$ cat config.mk
export PLATFORM = sky130hd
export DESIGN_NAME = johnson_step_ctrl
export DESIGN_NICKNAME = d
export VERILOG_FILES = /design/src/rtl/johnson_ctrl_pkg.sv /design/src/rtl/prescale_down.sv /design/src/rtl/johnson_step_ctrl.sv
export SDC_FILE = /design/constraint.sdc
export NUM_CORES = 1
export LEC_CHECK = 0
export BUFFER_PORTS_ARGS = -buffer_cell sky130_fd_sc_hd__buf_2
export CORE_MARGIN = 2
export CORE_UTILIZATION = 30
export DETAILED_ROUTE_END_ITERATION = 7
export SKIP_LAST_GASP = 1
export SLEW_MARGIN = 40
export SYNTH_ARGS = -nofsm -noshare
export SYNTH_HDL_FRONTEND = slang
export SYNTH_SLANG_ARGS = --single-unit
export TNS_END_PERCENT = 100
$ cat constraint.sdc
create_clock -name CLK -period 2.3 [get_ports CLK]
set_clock_uncertainty 0.15 [all_clocks]
set_input_delay 0.23 -clock CLK [delete_from_list [all_inputs] [get_ports CLK]]
set_output_delay 0.23 -clock CLK [all_outputs]
set_load 0.05 [all_outputs]
$ cat src/rtl/johnson_ctrl_pkg.sv
// Shared types for the Johnson step controller: command opcodes and FSM states.
package johnson_ctrl_pkg;

   typedef enum logic [1:0] {
      OP_STOP = 2'b00,
      OP_RUN  = 2'b01,
      OP_STEP = 2'b10,
      OP_LOAD = 2'b11
   } op_e;

   typedef enum logic [1:0] {
      ST_IDLE      = 2'b00,
      ST_RUN       = 2'b01,
      ST_STEP_WAIT = 2'b10
   } state_e;

endpackage

$ cat src/rtl/prescale_down.sv
// Programmable prescaler: divisor register plus a down-counter that flags a
// terminal count every DIV_R+1 enabled cycles.
module prescale_down #(
   parameter int DIV_W = 22
) (
   input  logic             clk,
   input  logic             rst_n,
   input  logic             en,        // count this cycle (controller not idle)
   input  logic             start,     // restart the period from the held divisor
   input  logic             load_div,  // capture a new divisor
   input  logic             load_cnt,  // restart the period from the new divisor
   input  logic [DIV_W-1:0] div_in,
   output logic             tc
);

   localparam logic [DIV_W-1:0] ONE = DIV_W'(1);

   logic [DIV_W-1:0] div_r;
   logic [DIV_W-1:0] cnt;

   assign tc = en && (cnt == '0);

   // Divisor capture and counter reload/decrement; a fresh divisor load wins
   // over the terminal-count reload so the new period starts at once.
   always_ff @(posedge clk or negedge rst_n) begin
      if (!rst_n) begin
         div_r <= '1;
         cnt   <= '1;
      end else begin
         if (load_div)
            div_r <= div_in;
         if (load_cnt)
            cnt <= div_in;
         else if (start)
            cnt <= div_r;
         else if (en)
            cnt <= tc ? div_r : cnt - ONE;
      end
   end

endmodule

$ cat src/rtl/johnson_step_ctrl.sv
// Johnson counter driven by a command-controlled prescaler: free-run, single
// step, stop and divisor load, with per-shift direction control.
module johnson_step_ctrl
   import johnson_ctrl_pkg::*;
#(
   parameter int WIDTH = 4,
   parameter int DIV_W = 22
) (
   input  logic             CLK,
   input  logic             RESETN,
   input  logic             CMD_VALID,
   output logic             CMD_READY,
   input  logic [1:0]       CMD_OP,
   input  logic [DIV_W-1:0] CMD_DIV,
   input  logic             DIR,
   output logic [WIDTH-1:0] O,
   output logic             TICK,
   output logic             BUSY
);

   state_e state;
   op_e    op;
   logic   accept;
   logic   tc;
   logic   start;
   logic   load_div;
   logic   load_cnt;

   assign op        = op_e'(CMD_OP);
   assign CMD_READY = (state != ST_STEP_WAIT);
   assign BUSY      = (state != ST_IDLE);
   assign accept    = CMD_VALID && CMD_READY;

   // RUN/STEP only (re)start the period from idle; LOAD while running also
   // restarts it so the new rate applies immediately.
   assign start    = accept && (state == ST_IDLE) && ((op == OP_RUN) || (op == OP_STEP));
   assign load_div = accept && (op == OP_LOAD);
   assign load_cnt = load_div && (state == ST_RUN);

   prescale_down #(.DIV_W(DIV_W)) u_prescale (
      .clk      (CLK),
      .rst_n    (RESETN),
      .en       (BUSY),
      .start    (start),
      .load_div (load_div),
      .load_cnt (load_cnt),
      .div_in   (CMD_DIV),
      .tc       (tc)
   );

   // Control FSM and Johnson register; a terminal count always shifts, even
   // on the edge that stops the counter.
   always_ff @(posedge CLK or negedge RESETN) begin
      if (!RESETN) begin
         state <= ST_IDLE;
         O     <= '0;
         TICK  <= 1'b0;
      end else begin
         TICK <= tc;
         if (tc)
            O <= DIR ? {~O[0], O[WIDTH-1:1]} : {O[WIDTH-2:0], ~O[WIDTH-1]};
         case (state)
            ST_IDLE: begin
               if (accept && (op == OP_RUN))
                  state <= ST_RUN;
               else if (accept && (op == OP_STEP))
                  state <= ST_STEP_WAIT;
            end
            ST_RUN: begin
               if (accept && (op == OP_STOP))
                  state <= ST_IDLE;
            end
            ST_STEP_WAIT: begin
               if (tc)
                  state <= ST_IDLE;
            end
            default: state <= ST_IDLE;
         endcase
      end
   end

endmodule
==> results.rst <==
.. list-table::
   :header-rows: 1

   * - Metric
     - Value
   * - Maximum VDD drop
     - 422 uV
   * - Cell with the biggest individual delay on the critical path
     - or4_4
   * - Quantity of I/O buffers inserted on ports
     - 34
   * - Die area
     - 0.0107 mm^2
   * - Diode insertion count for antenna repair
     - 0
   * - Effective utilization at floorplan
     - 0.307
   * - Maximum number of pins on one net before global-route repair
     - 28
   * - H-tree depth reported by CTS
     - 2
   * - Unrepaired setup endpoints after global routing
     - yes
   * - Count of vias placed by the detailed router
     - 2456
   * - Avg Synthesized Cell Area
     - 10.5 um^2
   * - Pin slew with the least headroom to its limit
     - 0.601 ns
   * - Post-route worst setup slack
     - 0.0694 ns
   * - Routed length per instance
     - 16.0 um
   * - Synth Warn #
     - 0
   * - Number of sinks on the clock net
     - 51
   * - Ratio of cells with drive above 1 in the final layout
     - 0.448
   * - Count of endpoints failing hold in the final timing report
     - 0
   * - Worst path bufs/invs
     - 2
   * - Detailed Route Iter0 Violations
     - 108
   * - Via count of the first global-routing pass
     - 2520
   * - Post-synthesis net count
     - 317
   * - Post-synth EDFFs
     - 0
   * - Top flip-flop cell by instance count after synthesis
     - dfstp_2
   * - Reported leakage power
     - 1.43 nW
   * - Endpoint arrival time on the critical path
     - 2.31 ns
   * - Worst-Skew Late Latency
     - 0.30 ns
   * - Kind of end point of the critical path
     - register
   * - Number of vias per cell
     - 5.23
   * - Placement-stage worst setup slack
     - -0.0186 ns
   * - Top Ports
     - 35
   * - Fin cells
     - 470
   * - Most common cell after layout, fill and taps aside
     - dfstp_2
   * - First-pass GRT wire length
     - 12600 um
   * - Fin crit share
     - 0.970
   * - Die Y-Extent
     - 104 um
   * - Clock root cell
     - clkbuf_8
   * - Count of cell types in the netlist
     - 55
   * - First-pass detailed-route iteration total
     - 4
   * - Total wire length
     - 7520 um
   * - Min-Delay Startpoint
     - CMD_DIV[11]
   * - Shortest period the worst path allows
     - 2.23 ns
   * - Worst setup path startpoint
     - u_prescale.cnt[0]
   * - Number of placed instances, taps included
     - 461
   * - R2R Path Start
     - u_prescale.cnt[0]
   * - Number of nets at the end of the flow
     - 369
   * - Die span in x
     - 104 um
   * - Cell area after synthesis
     - 0.00297 mm^2
   * - TritonCTS clock tree
     - yes
   * - Post-synthesis to final-layout area growth
     - 19.5%
   * - Final weighted congestion in routability-driven placement
     - 0.852
   * - Total core area
     - 0.00968 mm^2
   * - Fill cells
     - 975
   * - Synthesized instance count
     - 284
   * - Class of the tightest hold or removal check
     - in -> reg
   * - Final setup violation count
     - 0
   * - Total design power
     - 0.00392 W
   * - CP Data Required Time
     - 2.38 ns
   * - Residual DRC count
     - 0
   * - Register area share after synthesis
     - 0.448
   * - Delay contributed by the slowest stage of the critical path
     - 0.46 ns
   * - Global-route congestion overflow total
     - 0
   * - P per Cell Area
     - 1100 mW/mm^2
   * - Total routing usage reported by global routing
     - 0.144
   * - Number of rows created at floorplan
     - 36
   * - Post-CTS clock slew at the launch and capture registers of the worst setup and hold paths
     - 0.09 ns
   * - Critical path cell sequence
     - inv_1 > ha_2 > nor3b_4 > buf_6 > nand4b_1 > or4_4 > xnor2_1 > a221o_1
   * - CP delay by family, top
     - simple AND/OR/NAND/NOR gates
   * - Biggest fanout along the worst timing path
     - 5
   * - Antenna violations before repair
     - 0
   * - Clock buffers created by TritonCTS
     - 5
   * - Kind of launch point of the worst setup path
     - register
   * - Max-Slew Margin vs Limit
     - 0.599
   * - Flops & latches, synth
     - 51
   * - Maximum frequency from static timing analysis
     - 448 MHz
   * - Max-Cap Viols
     - 0
   * - Post-detail-place hpwl
     - 5610 um
   * - Worst-case clock buffer depth
     - 2
   * - Final max-slew violation count
     - 0
   * - Outcome
     - finished clean
   * - Remaining antenna violation count after routing
     - 0
   * - Commonest cells after routing, fill and taps aside
     - dfstp_2 (44), buf_2 (34), buf_4 (25), nand2_1 (20), mux2_2 (20)
   * - FFs w/ async S/R, synth
     - 1.00
   * - Kind of critical path
     - reg -> reg
area by class of cell:
class	count	area, um^2	share of cell area
Clock buffer	8	80.1	0.0225
Inverter	9	33.8	0.00951
Multi-Input combinational cell	206	1530	0.430
Sequential cell	51	1330	0.375
Tap cell	133	166	0.0468
Timing Repair Buffer	63	415	0.117
per-layer routing:
layer,wire [um],vias up,GRT usage
li1,-,1172,-
met1,3490,1227,0.195
met2,3620,51,0.241
met3,343,6,0.0264
met4,63,0,0.0338
met5,0,-,0
metrics by stage:
| step | TNS, ns | hold WS (ns) | area (um^2) | util |
|---|---|---|---|---|
| 2_1_floorplan | 0 | -0.216 | 2970 | - |
| 3_3_place_gp | 0 | 0.322 | 3430 | 0.354 |
| 3_5_place_dp | -0.0669 | 0.332 | 3430 | 0.354 |
| 4_1_cts | 0 | 0.0138 | 3520 | 0.363 |
| 5_1_grt | -0.0218 | 0.0206 | 3550 | 0.367 |
| 6_report | 0 | 0.0192 | 3550 | 0.367 |
registers in the layout (all words and copies together) (netlist names):
register	count
state	2
O	4
u_prescale.cnt	22
TICK	1
u_prescale.div_r	22
worst register-to-register path: cells and delay by family (launching register included):
kind	cells	cell delay, ns
buffers and inverters	2	0.18
XOR/XNOR	1	0.15
flip-flops	1	0.38
adder cells (fa/ha/maj)	1	0.17
AND/OR/NAND/NOR	3	0.81
AO/OA/AOI/OAI	1	0.32
timing repair:
action | CTS | global route
setup endpoints to repair | 6 | 8
resized for setup | 2 | 7
hold buffers | 0 | 0
pin swaps | 0 | 2
setup buffers | 0 | 1
endpoints found under the hold margin | 0 | 0
power by group:
| group | leakage (nW) | total, W | internal, W | switching [W] |
|---|---|---|---|---|
| Combinational | 0.855 | 0.00165 | 0.000828 | 0.000819 |
| Clock | 0.0395 | 0.000496 | 0.000217 | 0.000279 |
| Sequential | 0.537 | 0.00178 | 0.00143 | 0.000346 |
| Total | 1.43 | 0.00392 | 0.00248 | 0.00144 |
final timing paths:
kind | cells past startpoint | slack (ns) | to
setup reg to reg | 8 | 0.07 | u_prescale.cnt[18]
hold / removal | 3 | 0.02 | u_prescale.div_r[11]
max in group asynchronous | 2 | 1.59 | u_prescale.cnt[20]
setup / recovery | 8 | 0.07 | u_prescale.cnt[18]
hold reg to reg | 2 | 0.36 | u_prescale.cnt[2]
min in group asynchronous | 1 | 0.14 | u_prescale.cnt[9]
cell families after synthesis:
| family | Yosys count | synth area share |
|---|---|---|
| multiplexers | 25 | 0.0943 |
| flip-flops | 51 | 0.448 |
| adder cells (fa/ha/maj) | 5 | 0.0210 |
| XOR/XNOR | 12 | 0.0354 |
| AO/OA/AOI/OAI | 79 | 0.192 |
| AND/OR/NAND/NOR | 85 | 0.164 |
| buffers and inverters | 27 | 0.0459 |
synth_stat cells, types with 4 or more instances:
library cell  count  area [um^2]
clkbuf_1         11         41.3
nand2_1          20         75.1
o31ai_1           8         60.1
o21ai_0          13         65.1
dfrtp_1           7          175
mux2_2           20          225
xor2_1            5         43.8
mux2i_1           4         40.0
dfstp_2          44         1160
ha_1              5         62.6
xnor2_1           7         61.3
o22ai_1           5         31.3
inv_1             8         30.0
nor3_1           13         65.1
nand3_1           7         35.0
or3_1             4         25.0
nor2_1           17         63.8
a221o_1           6         60.1
a22oi_1           6         45.0
a22o_1            5         43.8
a21oi_1          15         75.1
No activity file was read; power rests on OpenSTA's default activity.
